## config.mk

```make
export PLATFORM = sky130hd
export DESIGN_NAME = capture_zone_arbiter
export DESIGN_NICKNAME = d
export VERILOG_FILES = /design/src/rtl/capture_zone_arbiter.sv
export SDC_FILE = /design/constraint.sdc
export NUM_CORES = 1
export LEC_CHECK = 0
export CELL_PAD_IN_SITES_DETAIL_PLACEMENT = 0
export CELL_PAD_IN_SITES_GLOBAL_PLACEMENT = 1
export CORE_UTILIZATION = 31
export DETAILED_ROUTE_END_ITERATION = 6
export GPL_ROUTABILITY_DRIVEN = 0
export PLACE_DENSITY_LB_ADDON = 0.1
export REMOVE_ABC_BUFFERS = 1
export SLEW_MARGIN = 5
export SYNTH_ARGS = -nofsm -noshare
export SYNTH_HDL_FRONTEND = slang
export SYNTH_SLANG_ARGS = --single-unit
```

## constraint.sdc

```tcl
create_clock -name clk -period 7 [get_ports clk]
set_input_delay 1.4 -clock clk [delete_from_list [all_inputs] [get_ports clk]]
set_output_delay 1.4 -clock clk [all_outputs]
set_load 0.05 [all_outputs]
```

## src/rtl/capture_zone_arbiter.sv

```systemverilog
// Capture-zone arbiter: samples per-tank zone presence once per frame, awards a one-cycle
// bonus to a tank that holds the zone alone long enough, then locks the zone for a cooldown.
module capture_zone_arbiter #(
  parameter int NUM_TANKS        = 2,
  parameter int FRAMES_PER_SEC   = 30,
  parameter int HOLD_SECONDS     = 5,
  parameter int COOLDOWN_SECONDS = 20,
  parameter int CONTEST_MODE     = 0,
  localparam int IDW = (NUM_TANKS > 2) ? $clog2(NUM_TANKS) : 1,
  localparam int SW  = $clog2(HOLD_SECONDS + 1)
) (
  input  logic                 clk,
  input  logic                 reset,
  input  logic                 start_of_frame,
  input  logic                 clear,
  input  logic [NUM_TANKS-1:0] collision,
  output logic [NUM_TANKS-1:0] bonus,
  output logic [IDW-1:0]       winner_id,
  output logic                 winner_valid,
  output logic                 cooling_down,
  output logic [IDW-1:0]       holder_id,
  output logic                 holder_valid,
  output logic [SW-1:0]        hold_seconds
);

  localparam int FW      = (FRAMES_PER_SEC > 1) ? $clog2(FRAMES_PER_SEC) : 1;
  localparam int CD_LOAD = COOLDOWN_SECONDS * FRAMES_PER_SEC;
  localparam int CDW     = (CD_LOAD > 0) ? $clog2(CD_LOAD + 1) : 1;
  localparam logic [FW-1:0]  FRM_LAST = FW'(FRAMES_PER_SEC - 1);
  localparam logic [SW-1:0]  SEC_LAST = SW'(HOLD_SECONDS - 1);
  localparam logic [CDW-1:0] CD_INIT  = CDW'(CD_LOAD);

  typedef enum logic {ARMED = 1'b0, COOLDOWN = 1'b1} state_t;

  state_t               state_q, state_d;
  logic [NUM_TANKS-1:0] latch_q, latch_d;
  logic [FW-1:0]        frm_q [NUM_TANKS];
  logic [FW-1:0]        frm_d [NUM_TANKS];
  logic [SW-1:0]        sec_q [NUM_TANKS];
  logic [SW-1:0]        sec_d [NUM_TANKS];
  logic [CDW-1:0]       cd_q, cd_d;
  logic [NUM_TANKS-1:0] bonus_q, bonus_d;
  logic [IDW-1:0]       winner_id_q, winner_id_d;
  logic                 winner_valid_q, winner_valid_d;
  logic                 cooling_q, cooling_d;
  logic [IDW-1:0]       holder_id_q, holder_id_d;
  logic                 holder_valid_q, holder_valid_d;
  logic [SW-1:0]        hold_seconds_q, hold_seconds_d;

  logic [NUM_TANKS-1:0] pres;
  int unsigned          n_present;
  logic                 capture_hit;

  always_comb begin
    pres      = latch_q | collision;
    n_present = 0;
    for (int i = 0; i < NUM_TANKS; i++) n_present = n_present + {31'b0, pres[i]};

    state_d        = state_q;
    latch_d        = pres;
    frm_d          = frm_q;
    sec_d          = sec_q;
    cd_d           = cd_q;
    bonus_d        = '0;
    winner_id_d    = winner_id_q;
    winner_valid_d = winner_valid_q;
    holder_id_d    = holder_id_q;
    holder_valid_d = holder_valid_q;
    hold_seconds_d = hold_seconds_q;
    capture_hit    = 1'b0;

    if (clear) begin
      state_d        = ARMED;
      latch_d        = '0;
      cd_d           = '0;
      winner_id_d    = '0;
      winner_valid_d = 1'b0;
      holder_id_d    = '0;
      holder_valid_d = 1'b0;
      hold_seconds_d = '0;
      for (int i = 0; i < NUM_TANKS; i++) begin
        frm_d[i] = '0;
        sec_d[i] = '0;
      end
    end else if (start_of_frame) begin
      latch_d = '0;
      case (state_q)
        ARMED: begin
          holder_valid_d = 1'b0;
          holder_id_d    = '0;
          hold_seconds_d = '0;
          if (n_present == 1) begin
            for (int i = 0; i < NUM_TANKS; i++) begin
              if (pres[i]) begin
                holder_valid_d = 1'b1;
                holder_id_d    = IDW'(i);
                if (frm_q[i] != FRM_LAST) begin
                  frm_d[i]       = frm_q[i] + FW'(1);
                  hold_seconds_d = sec_q[i];
                end else if (sec_q[i] != SEC_LAST) begin
                  frm_d[i]       = '0;
                  sec_d[i]       = sec_q[i] + SW'(1);
                  hold_seconds_d = sec_d[i];
                end else begin
                  capture_hit    = 1'b1;
                  bonus_d[i]     = 1'b1;
                  winner_id_d    = IDW'(i);
                  winner_valid_d = 1'b1;
                end
              end else begin
                frm_d[i] = '0;
                sec_d[i] = '0;
              end
            end
            if (capture_hit) begin
              holder_valid_d = 1'b0;
              holder_id_d    = '0;
              hold_seconds_d = '0;
              for (int i = 0; i < NUM_TANKS; i++) begin
                frm_d[i] = '0;
                sec_d[i] = '0;
              end
              if (CD_LOAD > 0) begin
                state_d = COOLDOWN;
                cd_d    = CD_INIT;
              end
            end
          end else begin
            // Empty frames always reset progress; contested frames keep present tanks only in freeze mode
            for (int i = 0; i < NUM_TANKS; i++) begin
              if (n_present == 0 || CONTEST_MODE != 0 || !pres[i]) begin
                frm_d[i] = '0;
                sec_d[i] = '0;
              end
            end
          end
        end
        COOLDOWN: begin
          cd_d = cd_q - CDW'(1);
          if (cd_q == CDW'(1)) state_d = ARMED;
        end
        default: state_d = ARMED;
      endcase
    end
    cooling_d = (state_d == COOLDOWN);
  end

  always_ff @(posedge clk or posedge reset) begin
    if (reset) begin
      state_q        <= ARMED;
      latch_q        <= '0;
      cd_q           <= '0;
      bonus_q        <= '0;
      winner_id_q    <= '0;
      winner_valid_q <= 1'b0;
      cooling_q      <= 1'b0;
      holder_id_q    <= '0;
      holder_valid_q <= 1'b0;
      hold_seconds_q <= '0;
      for (int i = 0; i < NUM_TANKS; i++) begin
        frm_q[i] <= '0;
        sec_q[i] <= '0;
      end
    end else begin
      state_q        <= state_d;
      latch_q        <= latch_d;
      cd_q           <= cd_d;
      bonus_q        <= bonus_d;
      winner_id_q    <= winner_id_d;
      winner_valid_q <= winner_valid_d;
      cooling_q      <= cooling_d;
      holder_id_q    <= holder_id_d;
      holder_valid_q <= holder_valid_d;
      hold_seconds_q <= hold_seconds_d;
      for (int i = 0; i < NUM_TANKS; i++) begin
        frm_q[i] <= frm_d[i];
        sec_q[i] <= sec_d[i];
      end
    end
  end

  assign bonus        = bonus_q;
  assign winner_id    = winner_id_q;
  assign winner_valid = winner_valid_q;
  assign cooling_down = cooling_q;
  assign holder_id    = holder_id_q;
  assign holder_valid = holder_valid_q;
  assign hold_seconds = hold_seconds_q;

endmodule
```

==> impl_metrics.tcl <==
set metrics [dict create \
    dr.pass1.iters 4 \
    slew-limit-headroom 0.3091 \
    fillers 826 \
    drv_slew 0 \
    path_class "in -> reg" \
    post-route-drc-count 0 \
    rsz0062_at_grt "no" \
    synth_seq_area_share 0.3876 \
    power_density_mw_per_mm2 190.0 \
    wl_met3_um 129 \
    max_freq_mhz 262.9 \
    clkPwrFrac 0.451 \
    dieArea_mm2 0.008275 \
    start_util 0.3192 \
    setup-tns-final_ns 0 \
    antenna_found_initial 0 \
    hpwl_um 4042 \
    cts_root_buffer "clkbuf_8" \
    numCtsBuffers 5 \
    routed_via_density 5.291 \
    min_path_type "reg -> reg" \
    setup_viol 0 \
    grt_pass1_vias 1899 \
    placedCellCount 363 \
    drt_iter0_drc 161 \
    insertedDiodeCount 0 \
    p_int_uw 395.1 \
    synth_cell_type_count 61 \
    die_width_um 90.97 \
    top_layer_used "met4" \
    ios 16 \
    yosys-top-cells-count "dfrtp_1, a21oi_1, inv_1, nand2_1, nor2_1" \
    finalHoldViolCount 0 \
    maxCapViolations 0 \
    io_buffers 15 \
    fp.dieH_um 90.97 \
    post_cts_resized 0 \
    netSwitchingPower_uw 128.9 \
    synth_top_area_share 0.3876 \
    seqPwrFrac 0.436 \
    cts_hold_buf 0 \
    cts_tree "built" \
    status "completed" \
    crit_fanout 11 \
    overflow 0 \
    power.leakage_nw 1.116 \
    yosysMostFrequentCell "dfrtp_1" \
    synth_edf_count 0 \
    synth.avg_cell_area_um2 9.547 \
    post_cts_buffers 0 \
    clk_latency_ns 0.29 \
    core_mm2 0.007687 \
    wl_um 5870 \
    cts_buffer_depth 2 \
    ir_drop_uv 77.50 \
    finalNonFillerCells 371 \
    ys.flop_type "dfrtp_1" \
    ys_seq_elements 38 \
    fin_skew_ns 0.007620 \
    dr_wl_met2_um 2657 \
    wire_per_inst_um 15.82 \
    crit_arrival_ns 3.99 \
    synth_top_cells_by_area "dfrtp_1, ha_1, a21oi_1" \
    clk_pin_slew_ns 0.08 \
    htreeDepth 2 \
    period_needed_ns 3.804 \
    cpPeakStageDelay_ns 0.62 \
    num_vias 1963 \
    ys_warn_count 0 \
    r2r_slack_ns 4.39 \
    yosys.area.top_type "dfrtp_1" \
    grt_max_degree 39 \
    drt-met1-wl_um 3027 \
    total_power_uw 524.0 \
    drtAntennaViolNets 0 \
    finalCritPeriodShare 0.5434 \
    grt.total_usage 0.1500 \
    synthArstFlopShare 1.000 \
    tightest_slew_ns 1.036 \
    worstPathCellList "clkdlybuf4s50_1, or2_2, inv_1, ha_1, o21bai_1, a21oi_1, o21ai_0, a22o_1" \
    grt_pass1_wl_um 9942 \
    drive_above_1_share 0.08922 \
    cp_slowest_cell "a21oi_1" \
    worstSetupStartpointType "input pin" \
    layout.nets 285 \
    areaGrowthSynthToFinish_pct 12.39 \
    pwr-share-comb 0.113 \
    synthCells 257 \
    power.share.switching 0.2459 \
    worstSetupEndpointType "register" \
    worstPathRequired_ns 7.19 \
    std_cell_rows 32 \
    netlist_area_mm2 0.002454 \
    cts.sinks 38 \
]
[cells by family (layout without fill, tap and decap cells)]
| group | Yosys count | in the layout | synth area share |
|---|---|---|---|
| adder cells (fa/ha/maj) | 11 | 11 | 0.05609 |
| AND/OR/NAND/NOR | 86 | 86 | 0.1943 |
| multiplexers | 7 | 7 | 0.02907 |
| flip-flops | 38 | 38 | 0.3876 |
| buffers and inverters | 29 | 41 | 0.07802 |
| XOR/XNOR | 3 | 3 | 0.01071 |
| AO/OA/AOI/OAI | 83 | 83 | 0.2443 |
[registers in the layout (all words and copies together) (netlist names)]
register	cells
frm_q	10
winner_valid	1
holder_valid	1
latch_q	2
holder_id	1
cooling_down	1
cd_q	10
winner_id	1
bonus	2
sec_q	6
hold_seconds	3
[layout make-up]
class,count,area [µm²],area share
Sequential cell,38,950.9,0.3448
Tap cell,102,127.6,0.04628
Timing Repair Buffer,17,165.2,0.05989
Clock inverter,2,60.06,0.02178
Inverter,16,60.06,0.02178
Multi-Input combinational cell,190,1311,0.4755
Clock buffer,6,82.58,0.02995
[worst paths after layout]
check | startpoint | to | cells past startpoint
worst max-delay path | collision[1] | frm_q[3] | 8
min in group asynchronous | reset | frm_q[0] | 3
worst min-delay path | hold_seconds[0] | hold_seconds[0] | 1
worst min register to register | hold_seconds[0] | hold_seconds[0] | 1
max in group asynchronous | reset | holder_valid | 3
worst max register to register | latch_q[1] | frm_q[3] | 7
[placed cells by master, fill, tap and decap left out, types with 3 or more instances in the layout]
cell type,count
dfrtp_1,38
a21oi_1,16
nand2_1,16
inv_1,16
clkdlybuf4s50_1,15
nor2_1,14
o21ai_0,13
ha_1,11
nand3_1,10
nor3_1,9
o211ai_1,9
mux2i_1,6
clkbuf_8,6
nand4_1,5
or2_2,5
a22o_1,5
or3_1,4
o21ai_1,4
nor4_1,4
a21o_1,3
o22ai_1,3
nor3b_1,3
o21a_1,3
a32o_1,3
[metal layers]
layer	GRT usage	up-vias
met1	0.2162	947
met2	0.2330	24
li1	-	987
met4	0.03571	0
met3	0.02596	5
met5	0	-
[critical path: cells and delay by family]
family	cells	cell delay [ns]
AOI/OAI and AO/OA	4	1.25
buffers and inverters	2	0.64
adders and majority gates	1	0.36
and+or+nand+nor	1	0.34
[stage by stage]
| step | setup WS, ns | util | hold slack (ns) | area (µm²) |
|---|---|---|---|---|
| finish | 3.196 | 0.3587 | 0.4981 | 2758 |
| CTS | 3.174 | 0.3587 | 0.5050 | 2758 |
| global placement | 2.903 | 0.3402 | 0.4829 | 2615 |
| detailed placement | 2.857 | 0.3402 | 0.4857 | 2615 |
| global route | 3.032 | 0.3587 | 0.5339 | 2758 |
| floorplan | 3.676 | - | 0.4950 | 2322 |
[power groups by stage]
stage | clock (mW) | sequential (mW) | combinational [mW]
detailed placement | 0 | 0.233 | 0.0601
global route | 0.251 | 0.229 | 0.0663
CTS | 0.243 | 0.228 | 0.0604
floorplan | 0 | 0.237 | 0.0336
finish | 0.236 | 0.228 | 0.0593
global placement | 0 | 0.233 | 0.0607
Note: power is estimated with default switching activity, not from simulation.
